--- src/rtl/mc_port_arbiter.sv ---
// Round-robin arbiter sharing one memory-controller port among NUM_CORES cores.
// Requests are tagged with the core ID in rtnctl so responses can be steered back.
module mc_port_arbiter #(
  parameter int unsigned NUM_CORES       = 8,
  parameter int unsigned CID_WID         = 3,
  parameter int unsigned MC_RTNCTL_WIDTH = 32,
  parameter int unsigned MAX_OUTSTANDING = 4,
  localparam int unsigned TAG_WID        = MC_RTNCTL_WIDTH - CID_WID
) (
  input  logic                         clk,
  input  logic                         reset,
  // Core request side
  input  logic [NUM_CORES-1:0]         core_rq_vld,
  input  logic [3*NUM_CORES-1:0]       core_rq_cmd,
  input  logic [4*NUM_CORES-1:0]       core_rq_scmd,
  input  logic [48*NUM_CORES-1:0]      core_rq_vadr,
  input  logic [2*NUM_CORES-1:0]       core_rq_size,
  input  logic [64*NUM_CORES-1:0]      core_rq_data,
  input  logic [TAG_WID*NUM_CORES-1:0] core_rq_tag,
  output logic [NUM_CORES-1:0]         core_rq_gnt,
  // Core response side
  output logic [NUM_CORES-1:0]         core_rs_vld,
  output logic [2:0]                   core_rs_cmd,
  output logic [3:0]                   core_rs_scmd,
  output logic [TAG_WID-1:0]           core_rs_tag,
  output logic [63:0]                  core_rs_data,
  // Memory-controller request
  output logic                         mc_rq_vld,
  output logic [2:0]                   mc_rq_cmd,
  output logic [3:0]                   mc_rq_scmd,
  output logic [47:0]                  mc_rq_vadr,
  output logic [1:0]                   mc_rq_size,
  output logic [MC_RTNCTL_WIDTH-1:0]   mc_rq_rtnctl,
  output logic [63:0]                  mc_rq_data,
  output logic                         mc_rq_flush,
  input  logic                         mc_rq_stall,
  // Memory-controller response
  input  logic                         mc_rs_vld,
  input  logic [2:0]                   mc_rs_cmd,
  input  logic [3:0]                   mc_rs_scmd,
  input  logic [MC_RTNCTL_WIDTH-1:0]   mc_rs_rtnctl,
  input  logic [63:0]                  mc_rs_data,
  output logic                         mc_rs_stall,
  // Statistics and errors
  output logic [63:0]                  total_gnts,
  output logic [63:0]                  total_q_conf,
  output logic                         err_bad_tag
);

  localparam int unsigned IdSpace = 1 << CID_WID;
  localparam logic [3:0]  MaxOut  = 4'(MAX_OUTSTANDING);

  // Arbitration
  logic [NUM_CORES-1:0] eligible;
  logic [CID_WID:0]     elig_cnt;
  logic                 can_issue;
  logic                 found;
  logic                 gnt_any;
  logic [CID_WID-1:0]   gnt_idx;
  logic [CID_WID-1:0]   cand;

  // Selected request fields
  logic [2:0]           sel_cmd;
  logic [3:0]           sel_scmd;
  logic [47:0]          sel_vadr;
  logic [1:0]           sel_size;
  logic [63:0]          sel_data;
  logic [TAG_WID-1:0]   sel_tag;

  // Response decode
  logic [IdSpace-1:0]   id_ok;
  logic [CID_WID-1:0]   rs_id;
  logic                 rs_take;

  // State
  logic [CID_WID-1:0]                rr_ptr_q, rr_ptr_d;
  logic [NUM_CORES-1:0][3:0]         outst_q, outst_d;
  logic [NUM_CORES-1:0]              outst_inc, outst_dec;
  logic                              orq_vld_q, orq_vld_d;
  logic [2:0]                        orq_cmd_q, orq_cmd_d;
  logic [3:0]                        orq_scmd_q, orq_scmd_d;
  logic [47:0]                       orq_vadr_q, orq_vadr_d;
  logic [1:0]                        orq_size_q, orq_size_d;
  logic [MC_RTNCTL_WIDTH-1:0]        orq_rtnctl_q, orq_rtnctl_d;
  logic [63:0]                       orq_data_q, orq_data_d;
  logic [NUM_CORES-1:0]              rs_vld_q, rs_vld_d;
  logic [2:0]                        rs_cmd_q, rs_cmd_d;
  logic [3:0]                        rs_scmd_q, rs_scmd_d;
  logic [TAG_WID-1:0]                rs_tag_q, rs_tag_d;
  logic [63:0]                       rs_data_q, rs_data_d;
  logic [63:0]                       gnts_q, gnts_d;
  logic [63:0]                       conf_q, conf_d;
  logic                              err_q, err_d;

  always_comb begin
    eligible = '0;
    elig_cnt = '0;
    for (int unsigned i = 0; i < NUM_CORES; i++) begin
      eligible[i] = core_rq_vld[i] && (outst_q[i] < MaxOut);
      elig_cnt    = elig_cnt + (CID_WID+1)'(eligible[i]);
    end
  end

  // A stalled, occupied output register blocks all grants; reset also masks them.
  assign can_issue = !reset && (!orq_vld_q || !mc_rq_stall);

  always_comb begin
    found   = 1'b0;
    gnt_idx = '0;
    cand    = '0;
    for (int unsigned off = 0; off < NUM_CORES; off++) begin
      cand = rr_ptr_q + CID_WID'(off);
      if (!found && eligible[cand]) begin
        found   = 1'b1;
        gnt_idx = cand;
      end
    end
    gnt_any     = found && can_issue;
    core_rq_gnt = '0;
    if (gnt_any) core_rq_gnt[gnt_idx] = 1'b1;
  end

  always_comb begin
    sel_cmd  = '0;
    sel_scmd = '0;
    sel_vadr = '0;
    sel_size = '0;
    sel_data = '0;
    sel_tag  = '0;
    for (int unsigned i = 0; i < NUM_CORES; i++) begin
      if (gnt_idx == CID_WID'(i)) begin
        sel_cmd  = core_rq_cmd[i*3 +: 3];
        sel_scmd = core_rq_scmd[i*4 +: 4];
        sel_vadr = core_rq_vadr[i*48 +: 48];
        sel_size = core_rq_size[i*2 +: 2];
        sel_data = core_rq_data[i*64 +: 64];
        sel_tag  = core_rq_tag[i*TAG_WID +: TAG_WID];
      end
    end
  end

  // IDs beyond NUM_CORES only exist when NUM_CORES is below the ID space.
  always_comb begin
    id_ok = '0;
    for (int unsigned i = 0; i < IdSpace; i++) id_ok[i] = (i < NUM_CORES);
  end

  assign rs_id   = mc_rs_rtnctl[MC_RTNCTL_WIDTH-1 -: CID_WID];
  assign rs_take = mc_rs_vld && id_ok[rs_id];

  always_comb begin
    outst_inc = '0;
    outst_dec = '0;
    outst_d   = outst_q;
    for (int unsigned i = 0; i < NUM_CORES; i++) begin
      outst_inc[i] = gnt_any && (gnt_idx == CID_WID'(i));
      outst_dec[i] = rs_take && (rs_id == CID_WID'(i));
      if (outst_inc[i] && !outst_dec[i]) begin
        outst_d[i] = outst_q[i] + 4'd1;
      end else if (outst_dec[i] && !outst_inc[i] && (outst_q[i] != 4'd0)) begin
        outst_d[i] = outst_q[i] - 4'd1;
      end
    end
  end

  always_comb begin
    rr_ptr_d     = rr_ptr_q;
    orq_vld_d    = orq_vld_q;
    orq_cmd_d    = orq_cmd_q;
    orq_scmd_d   = orq_scmd_q;
    orq_vadr_d   = orq_vadr_q;
    orq_size_d   = orq_size_q;
    orq_rtnctl_d = orq_rtnctl_q;
    orq_data_d   = orq_data_q;
    gnts_d       = gnts_q;
    conf_d       = conf_q;
    if (gnt_any) begin
      rr_ptr_d     = gnt_idx + CID_WID'(1);
      orq_vld_d    = 1'b1;
      orq_cmd_d    = sel_cmd;
      orq_scmd_d   = sel_scmd;
      orq_vadr_d   = sel_vadr;
      orq_size_d   = sel_size;
      orq_rtnctl_d = {gnt_idx, sel_tag};
      orq_data_d   = sel_data;
      gnts_d       = gnts_q + 64'd1;
      if (elig_cnt >= (CID_WID+1)'(2)) conf_d = conf_q + 64'd1;
    end else if (orq_vld_q && !mc_rq_stall) begin
      orq_vld_d = 1'b0;
    end
  end

  always_comb begin
    rs_vld_d  = '0;
    rs_cmd_d  = rs_cmd_q;
    rs_scmd_d = rs_scmd_q;
    rs_tag_d  = rs_tag_q;
    rs_data_d = rs_data_q;
    if (rs_take) begin
      rs_vld_d[rs_id] = 1'b1;
      rs_cmd_d        = mc_rs_cmd;
      rs_scmd_d       = mc_rs_scmd;
      rs_tag_d        = mc_rs_rtnctl[TAG_WID-1:0];
      rs_data_d       = mc_rs_data;
    end
    err_d = err_q || (mc_rs_vld && !id_ok[rs_id]);
  end

  always_ff @(posedge clk) begin
    if (reset) begin
      rr_ptr_q     <= '0;
      outst_q      <= '0;
      orq_vld_q    <= 1'b0;
      orq_cmd_q    <= '0;
      orq_scmd_q   <= '0;
      orq_vadr_q   <= '0;
      orq_size_q   <= '0;
      orq_rtnctl_q <= '0;
      orq_data_q   <= '0;
      rs_vld_q     <= '0;
      rs_cmd_q     <= '0;
      rs_scmd_q    <= '0;
      rs_tag_q     <= '0;
      rs_data_q    <= '0;
      gnts_q       <= '0;
      conf_q       <= '0;
      err_q        <= 1'b0;
    end else begin
      rr_ptr_q     <= rr_ptr_d;
      outst_q      <= outst_d;
      orq_vld_q    <= orq_vld_d;
      orq_cmd_q    <= orq_cmd_d;
      orq_scmd_q   <= orq_scmd_d;
      orq_vadr_q   <= orq_vadr_d;
      orq_size_q   <= orq_size_d;
      orq_rtnctl_q <= orq_rtnctl_d;
      orq_data_q   <= orq_data_d;
      rs_vld_q     <= rs_vld_d;
      rs_cmd_q     <= rs_cmd_d;
      rs_scmd_q    <= rs_scmd_d;
      rs_tag_q     <= rs_tag_d;
      rs_data_q    <= rs_data_d;
      gnts_q       <= gnts_d;
      conf_q       <= conf_d;
      err_q        <= err_d;
    end
  end

  always_comb begin
    mc_rq_vld    = orq_vld_q;
    mc_rq_cmd    = orq_cmd_q;
    mc_rq_scmd   = orq_scmd_q;
    mc_rq_vadr   = orq_vadr_q;
    mc_rq_size   = orq_size_q;
    mc_rq_rtnctl = orq_rtnctl_q;
    mc_rq_data   = orq_data_q;
    mc_rq_flush  = 1'b0;
    mc_rs_stall  = 1'b0;
    core_rs_vld  = rs_vld_q;
    core_rs_cmd  = rs_cmd_q;
    core_rs_scmd = rs_scmd_q;
    core_rs_tag  = rs_tag_q;
    core_rs_data = rs_data_q;
    total_gnts   = gnts_q;
    total_q_conf = conf_q;
    err_bad_tag  = err_q;
  end

endmodule

--- config.mk ---
export PLATFORM = sky130hd
export DESIGN_NAME = mc_port_arbiter
export DESIGN_NICKNAME = d
export VERILOG_FILES = /design/src/rtl/mc_port_arbiter.sv
export SDC_FILE = /design/constraint.sdc
export NUM_CORES = 1
export LEC_CHECK = 0
export BUFFER_PORTS_ARGS = -buffer_cell sky130_fd_sc_hd__buf_2
export CAP_MARGIN = 0
export CORE_AREA = 2 2 672 674
export CTS_CLUSTER_SIZE = 20
export DETAILED_ROUTE_END_ITERATION = 8
export DIE_AREA = 0 0 674 676
export PLACE_DENSITY = 0.34
export SYNTH_ARGS = -nofsm -noshare
export SYNTH_HDL_FRONTEND = slang
export SYNTH_SLANG_ARGS = --single-unit
--- constraint.sdc ---
create_clock -name clk -period 6.85 [get_ports clk]
set_input_delay 0.685 -clock clk [delete_from_list [all_inputs] [get_ports clk]]
set_output_delay 0.685 -clock clk [all_outputs]
set_load 0.02 [all_outputs]
; ---- Yosys cells after proc, flatten, opt, wreduce, memory -nomap -nowiden
; Memories as Yosys holds them, arrays and structs flattened.
; Index checks and enable logic that the tools add are counted.
; W data, S select, Z words.
[totals]
mem_bits_ro = 8
ff_bits = 426
mem_count = 1
[op_classes]
eq_ne = 14
bitwise_logic = 1
n_reduce_logical = 112
n_addsub = 33
muxes = 104
magnitude_cmp = 21
[memory_table]
columns = name, depth, width, rd, rd_clocked_by_memory_dff, write_ports, line_no
row1 = (name not given), 8, 1, 1, 0, 0, 206  ; err_d = err_q || (mc_rs_vld && !id_ok[rs_id]);
[ops]
columns = cell, n
row1 = $mux W64, 8
row2 = $mux W48, 8
row3 = $mux W29, 8
row4 = $add A64 B1 Y64 const B, 2
row5 = $mux W4, 24
row6 = $logic_and A1 B1 Y1, 62
row7 = $mux W3, 16
row8 = $lt A3 B4 Y1 const B, 10
row9 = $add A4 B1 Y4 const B, 8
row10 = $lt A4 B3 Y1 const B, 8
row11 = $reduce_bool A4 Y1, 8
row12 = $sub A4 B1 Y4 const B, 8
row13 = $logic_not A1 Y1, 27
row14 = $bmux W1 S3, 8
row15 = $eq A3 B3 Y1 const B, 8
row16 = $mux W1, 21
row17 = $reduce_bool A2 Y1, 9
row18 = $add A4 B1 Y4, 4
row19 = $mux W2, 8
row20 = $add A3 B3 Y3 const B, 4
row21 = $eq A3 B2 Y1 const B, 4
row22 = $mux W8, 1
row23 = $add A3 B1 Y3 const B, 2
row24 = $add A3 B2 Y3 const B, 2
row25 = other kinds (12), 17

; ---- Longest topological paths before layout
[logic_depth]
ltp_word = 35
ltp_mapped = 25
mapped_depth_nobuf = 18

; ---- Worst setup path before layout
; OpenSTA, ideal clock, no wires.
[synth_timing]
path_type = register to register
startpoint = reg rr_ptr_q[1]
endpoint = reg outst_q[31] (netlist name)
path_buffers = 7
path_stages_with_launch = 24
synth_period_minus_slack_ns = 5.802
arrival_time_ns = 5.675
required_time_ns = 6.722
slack_ns = 1.048
setup_time_ns = 0.128
path_cell_list = dfxtp_1 inv_1 ha_1 buf_2 mux2_2 mux4_2 or3_4 nor3_1 a32oi_2 inv_2 buf_2 clkbuf_1 clkbuf_1 ha_1 clkbuf_1 clkbuf_1 buf_1 nand3_1 ha_1 a21o_1 a21oi_1 mux2i_1 xnor2_1 nor2_1
[synth_via]
elab_chain_cells = 30
word_cells_on_any_way = 62
classes_between = add/sub (7) / eq/ne (1) / mux (33) / reduce/logical (21)
[synth_lines]
columns = item, line_no
row1 = start: declaration, 76  ; logic [CID_WID-1:0] rr_ptr_q, rr_ptr_d;
row2 = start signal: assignment, 229  ; rr_ptr_q <= rr_ptr_d;
row3 = branches (longest 23 deep; another with $add A3 B1 Y3), --
row4 = $mux W3 (*), 113  ; if (!found && eligible[cand]) begin
row5 = net gnt_idx[2], 59  ; logic [CID_WID-1:0] gnt_idx;
row6 = $eq A3 B3 Y1 (*), 156  ; outst_inc[i] = gnt_any && (gnt_idx == CID_WID'(i));
row7 = $logic_and A1 B1 Y1 (*), 156
row8 = $logic_not A1 Y1, 160  ; end else if (outst_dec[i] && !outst_inc[i] && (outst_q[i] != 4'd0)) begin
row9 = $logic_and A1 B1 Y1 (2 in series), 160
row10 = $reduce_bool A2 Y1 (no source line), --
row11 = end signal: assignment, 230  ; outst_q <= outst_d;
row12 = end: declaration, 77  ; logic [NUM_CORES-1:0][3:0] outst_q, outst_d;
; Mark *: on every way through the listed nets, which the timed path passes. The select of a mux whose other input is x is not followed.
; A chain may end at the register's enable or synchronous reset.

; ---- Worst setup path after layout
[layout_timing]
startpoint = reg rr_ptr_q[0]
endpoint = reg orq_vadr_q[32] (netlist: mc_rq_vadr[32])
[layout_via]
elab_chain_cells = 33
word_cells_on_any_way = 70
classes_between = add/sub (7) / eq/ne (7) / mux (40) / reduce/logical (16)
[layout_lines]
columns = item, line_no
row1 = branches (longest 33 deep; another with $add A3 B1 Y3), --
row2 = end signal: assignment, 234  ; orq_vadr_q <= orq_vadr_d;
row3 = end: declaration, 82  ; logic [47:0] orq_vadr_q, orq_vadr_d;
; Parallel ways; which one is timed is not known. The select of a mux whose other input is x is not followed.

==> summary by stage <==
Logic synthesis
sky130_fd_sc_hd__dfxtp_1 takes more of the synthesized area than any other cell. After synthesis, the cell types taking the most area are sky130_fd_sc_hd__dfxtp_1 30%, sky130_fd_sc_hd__nor2_1 9.5%, sky130_fd_sc_hd__a21oi_1 7.1%. The area share of the largest cell type after synthesis is 29.80%. The synthesized netlist contains 71 unique library cells.

The area of the mapped netlist is 0.02855 mm^2. The share of synthesized flip-flops with an asynchronous set or reset is 0%. The cell count after synthesis came out at 3849. The Yosys step of the flow raised 0 warnings.

The number of register bits inferred by synthesis is 425. The leading register cell type out of synthesis is sky130_fd_sc_hd__dfxtp_1. The synthesized area per cell is 7.417 um^2. The number of enable-type register cells in the synthesized netlist is 0.

The sequential fraction of the synthesis area is 29.80%.

Timing
The number of failing hold endpoints at the final stage is 0. The final period demand of the worst path is 5887 ps. Between clock sinks in the finished design, the worst skew comes to 56.69 ps. Setup repair after global routing left no endpoint under its margin. The setup TNS is 0 ps. The actual slew at the worst max-slew pin is 1477 ps.

The worst slew margin relative to its limit is 1.081%. The worst hold slack is 113.8 ps. The achievable clock frequency is 169.9 MHz. The number of pins exceeding their max-slew limit in the final report is 0. The share of the clock period used by the worst path after layout is 85.95%.

Setup slack closes at 962.6 ps. Setup violations remaining at the end of the flow were counted as 0.

GRT
The first global-routing pass estimated 443600 um of wire. For this run, the total global-route usage over all layers was measured as 15.13%. The via count of the first global-routing pass is 37.33k. The total overflow reported by the global router is 0. The initial antenna violation count was 341. Entering global routing, the biggest net connects 146 pins.

Detailed routing
Across all layers, the routed design uses 39.11k vias. The average vias per placed instance is 3.394. After detailed routing, the number of remaining DRC violations is 0. The detailed router finished its first iteration with 2833 violations. The routed length per instance is 31.47 um. The detailed-routing iteration count for the pre-antenna-repair pass is 8.

For this block, the routed nets add up to 362700 um of wire. The count of antenna-violating nets left after detailed routing is 0.

Clocking
The number of clock buffers inserted by TritonCTS is 73. The number of hold buffers added after CTS was 0. The total number of H-tree levels is 3.

The root cell of the clock tree is sky130_fd_sc_hd__clkbuf_16. The maximum buffer depth of the clock tree is 4. After clock tree synthesis, the clock-pin slew on the worst setup and hold paths is 70 ps. The clock reaches the later pin of the worst-skew pair after 770 ps. The count of cells resized by post-cts repair is 0. After clock tree synthesis, the setup repair step added 0 buffers. TritonCTS built the clock tree. Clock tree synthesis found a total of 425 sinks.

Layout
Relative to the synthesized area, the layout overhead comes to 66.36%. The most common cell after layout, fill and taps aside is sky130_fd_sc_hd__buf_2. The top cell types in the final layout, fill and taps aside, are 1710 x sky130_fd_sc_hd__buf_2, 723 x sky130_fd_sc_hd__nor2_1, 425 x sky130_fd_sc_hd__dfxtp_1.

The layout net count is 6764. The post-route cell area is 0.04749 mm^2. Measured on the finished design, the core utilization comes to 10.60%. The post-route netlist has 38.27% of its cells at a drive strength greater than 1.

The non-filler instance count after layout is 11.52k.

Worst setup path
In this design, the stage delay of the slowest critical-path cell is 620 ps. Traced cell by cell, the critical path runs through inv_2 > ha_1 > mux2_2 > mux4_2 > nor3_1 > nand2_1 > o32ai_1 > nor2_1 > buf_4 > ha_4 > a21oi_4 > buf_4 > a31oi_1 > o31a_1 > a211oi_1. For the worst flop-to-flop path, the logic depth is 15. Among cell families on the critical path, the largest total delay comes from compound AO/OA/AOI/OAI gates. Setup slack on the worst reg-to-reg path comes out at 960 ps. The startpoint identified for the worst register-to-register timing path is rr_ptr_q[0].

The endpoint type of the worst setup path is a flip-flop. Along the worst path, the maximum fanout reaches 15. The worst flop-to-flop path endpoint is mc_rq_vadr[32].

The required time of the critical path is 7550 ps. The cell that appears most often on the critical path is sky130_fd_sc_hd__buf_4. The number of buffers and inverters on the critical path is 3.

The category of the critical setup timing path is flip-flop to flip-flop. STA classifies the critical path startpoint as a flip-flop. For the worst setup path, the data arrival time is 6590 ps. The library cell contributing the largest single delay on the critical path is sky130_fd_sc_hd__o32ai_1.

Power and ir drop
The switching part of the total is 61.62%. In this run the power spent charging and discharging nets is 22.57 mW. Across the VDD grid, the largest voltage drop is 0.6708 mV.

The proportion of power drawn by flip-flops and latches is 9.3%. The leakage power figure is 18.78 nW. The power after layout is 36.63 mW.

Per report_power, the clock group accounts for 10.6% of the total. Combinational logic burns 80.2% of the power. Cell internal power was estimated by the tool at 14.06 mW. Dividing total power by cell area gives a power density of 771.2 mW/mm^2.

Die
The floorplan has 246 rows. The x dimension of the die is 674 um. Measured along the y axis, the die boundary spans 676 um. The region available for standard cell placement spans 0.4478 mm^2. The starting density of the core is 6.375%. 1716 I/O pins were placed. The die covers 0.4556 mm^2.

Placed design
Summing all placed instances gives a cell area of 0.04489 mm^2. The cell total after placement is 11.29k. The HPWL after detailed placement is 311400 um.

The number of buffers inserted by port buffering is 1712. The final RePlAce weighted congestion is 0.9153. The worst setup timing slack at the placement stage is 896.7 ps.

Min path
In this run the worst hold path is classified as input port to flip-flop. The worst min-delay path endpoint is mc_rq_vadr[22]. The worst hold path begins at core_rq_vadr[310]. Along the worst hold path, the cell count comes to 3.

Job
Across the run, the number of max-cap violations was 0.

Run status
The run finished with clean final reports.
==> tightest hold or removal path: cells and delay by family <==
| family | cells | cell delay [ps] |
|---|---|---|
| compound gates | 2 | 110 |
| buf+inv | 1 | 80 |
==> worst max path at each step <==
stage	start	end	slack [ps]	cells past startpoint
floorplan	rr_ptr_q[1]	outst_q[31]	1050	23
global placement	core_rq_vld[4]	mc_rq_vadr[7]	820	14
detailed placement	core_rq_vld[4]	mc_rq_vadr[7]	900	14
CTS	rr_ptr_q[0]	mc_rq_vadr[7]	870	14
global route	rr_ptr_q[0]	mc_rq_rtnctl[10]	660	16
finish	rr_ptr_q[0]	mc_rq_vadr[32]	960	15
==> logic make-up (layout without fill, tap and decap cells) <==
group | Yosys count | in the layout | share of synthesized area (%)
AO/OA/AOI/OAI | 1090 | 1090 | 26.39
XOR/XNOR | 137 | 137 | 4.203
adder cells (fa/ha/maj) | 40 | 40 | 2.016
buffers and inverters | 465 | 2073 | 6.421
flip-flops | 425 | 425 | 29.80
multiplexers | 149 | 149 | 5.746
other | 1 | 116 | 0.01314
AND/OR/NAND/NOR | 1542 | 1542 | 25.41
==> cell type report <==
class                           instances  area, um^2
Sequential cell                       425        8508
Timing Repair Buffer                 1861       10200
Clock inverter                         25       291.5
Multi-Input combinational cell       2961       18400
Tap cell                             5952        7447
Clock buffer                          100        2028
Antenna cell                          113       282.8
Inverter                               87       334.1
Fill cell                           52870      400300
==> cells in the mapped netlist, drive strengths merged, types with 45 or more instances <==
| library cell | instances |
|---|---|
| a211oi | 103 |
| a21oi | 407 |
| a221oi | 56 |
| a31o | 55 |
| a31oi | 95 |
| buf | 78 |
| clkbuf | 300 |
| dfxtp | 425 |
| inv | 87 |
| mux2i | 129 |
| nand2 | 235 |
| nand2b | 61 |
| nand3 | 109 |
| nor2 | 725 |
| nor3 | 117 |
| nor3b | 109 |
| o221ai | 150 |
| o31a | 94 |
| o31ai | 58 |
| or3 | 71 |
| xnor2 | 45 |
| xor2 | 92 |
==> state kept, by name, indices dropped and copies added (netlist names), 3 cells and up <==
| signal | flops |
|---|---|
| core_rs_tag | 29 |
| outst_q | 32 |
| total_gnts | 64 |
| core_rs_vld | 8 |
| total_q_conf | 64 |
| mc_rq_vadr | 48 |
| core_rs_data | 64 |
| mc_rq_rtnctl | 32 |
| mc_rq_data | 64 |
| core_rs_cmd | 3 |
| rr_ptr_q | 3 |
| core_rs_scmd | 4 |
| mc_rq_cmd | 3 |
| mc_rq_scmd | 4 |
==> power groups by stage <==
stage,Clock [mW],Combinational (mW),Sequential (mW)
after global routing,4.14,31.5,3.44
after floorplan,0,14.5,3.69
after CTS,4.11,30.2,3.40
after detailed placement,0,30.1,3.45
final,3.88,29.4,3.39
after global placement,0,30.3,3.46
==> layer usage <==
layer / GRT usage (%) / share of wire, %
met1: 16.59 / 37
met2: 25.36 / 47
met3: 7.071 / 11
met4: 5.517 / 4.4
met5: 0.7471 / 0.39
Power figures use the tool's default switching activity.
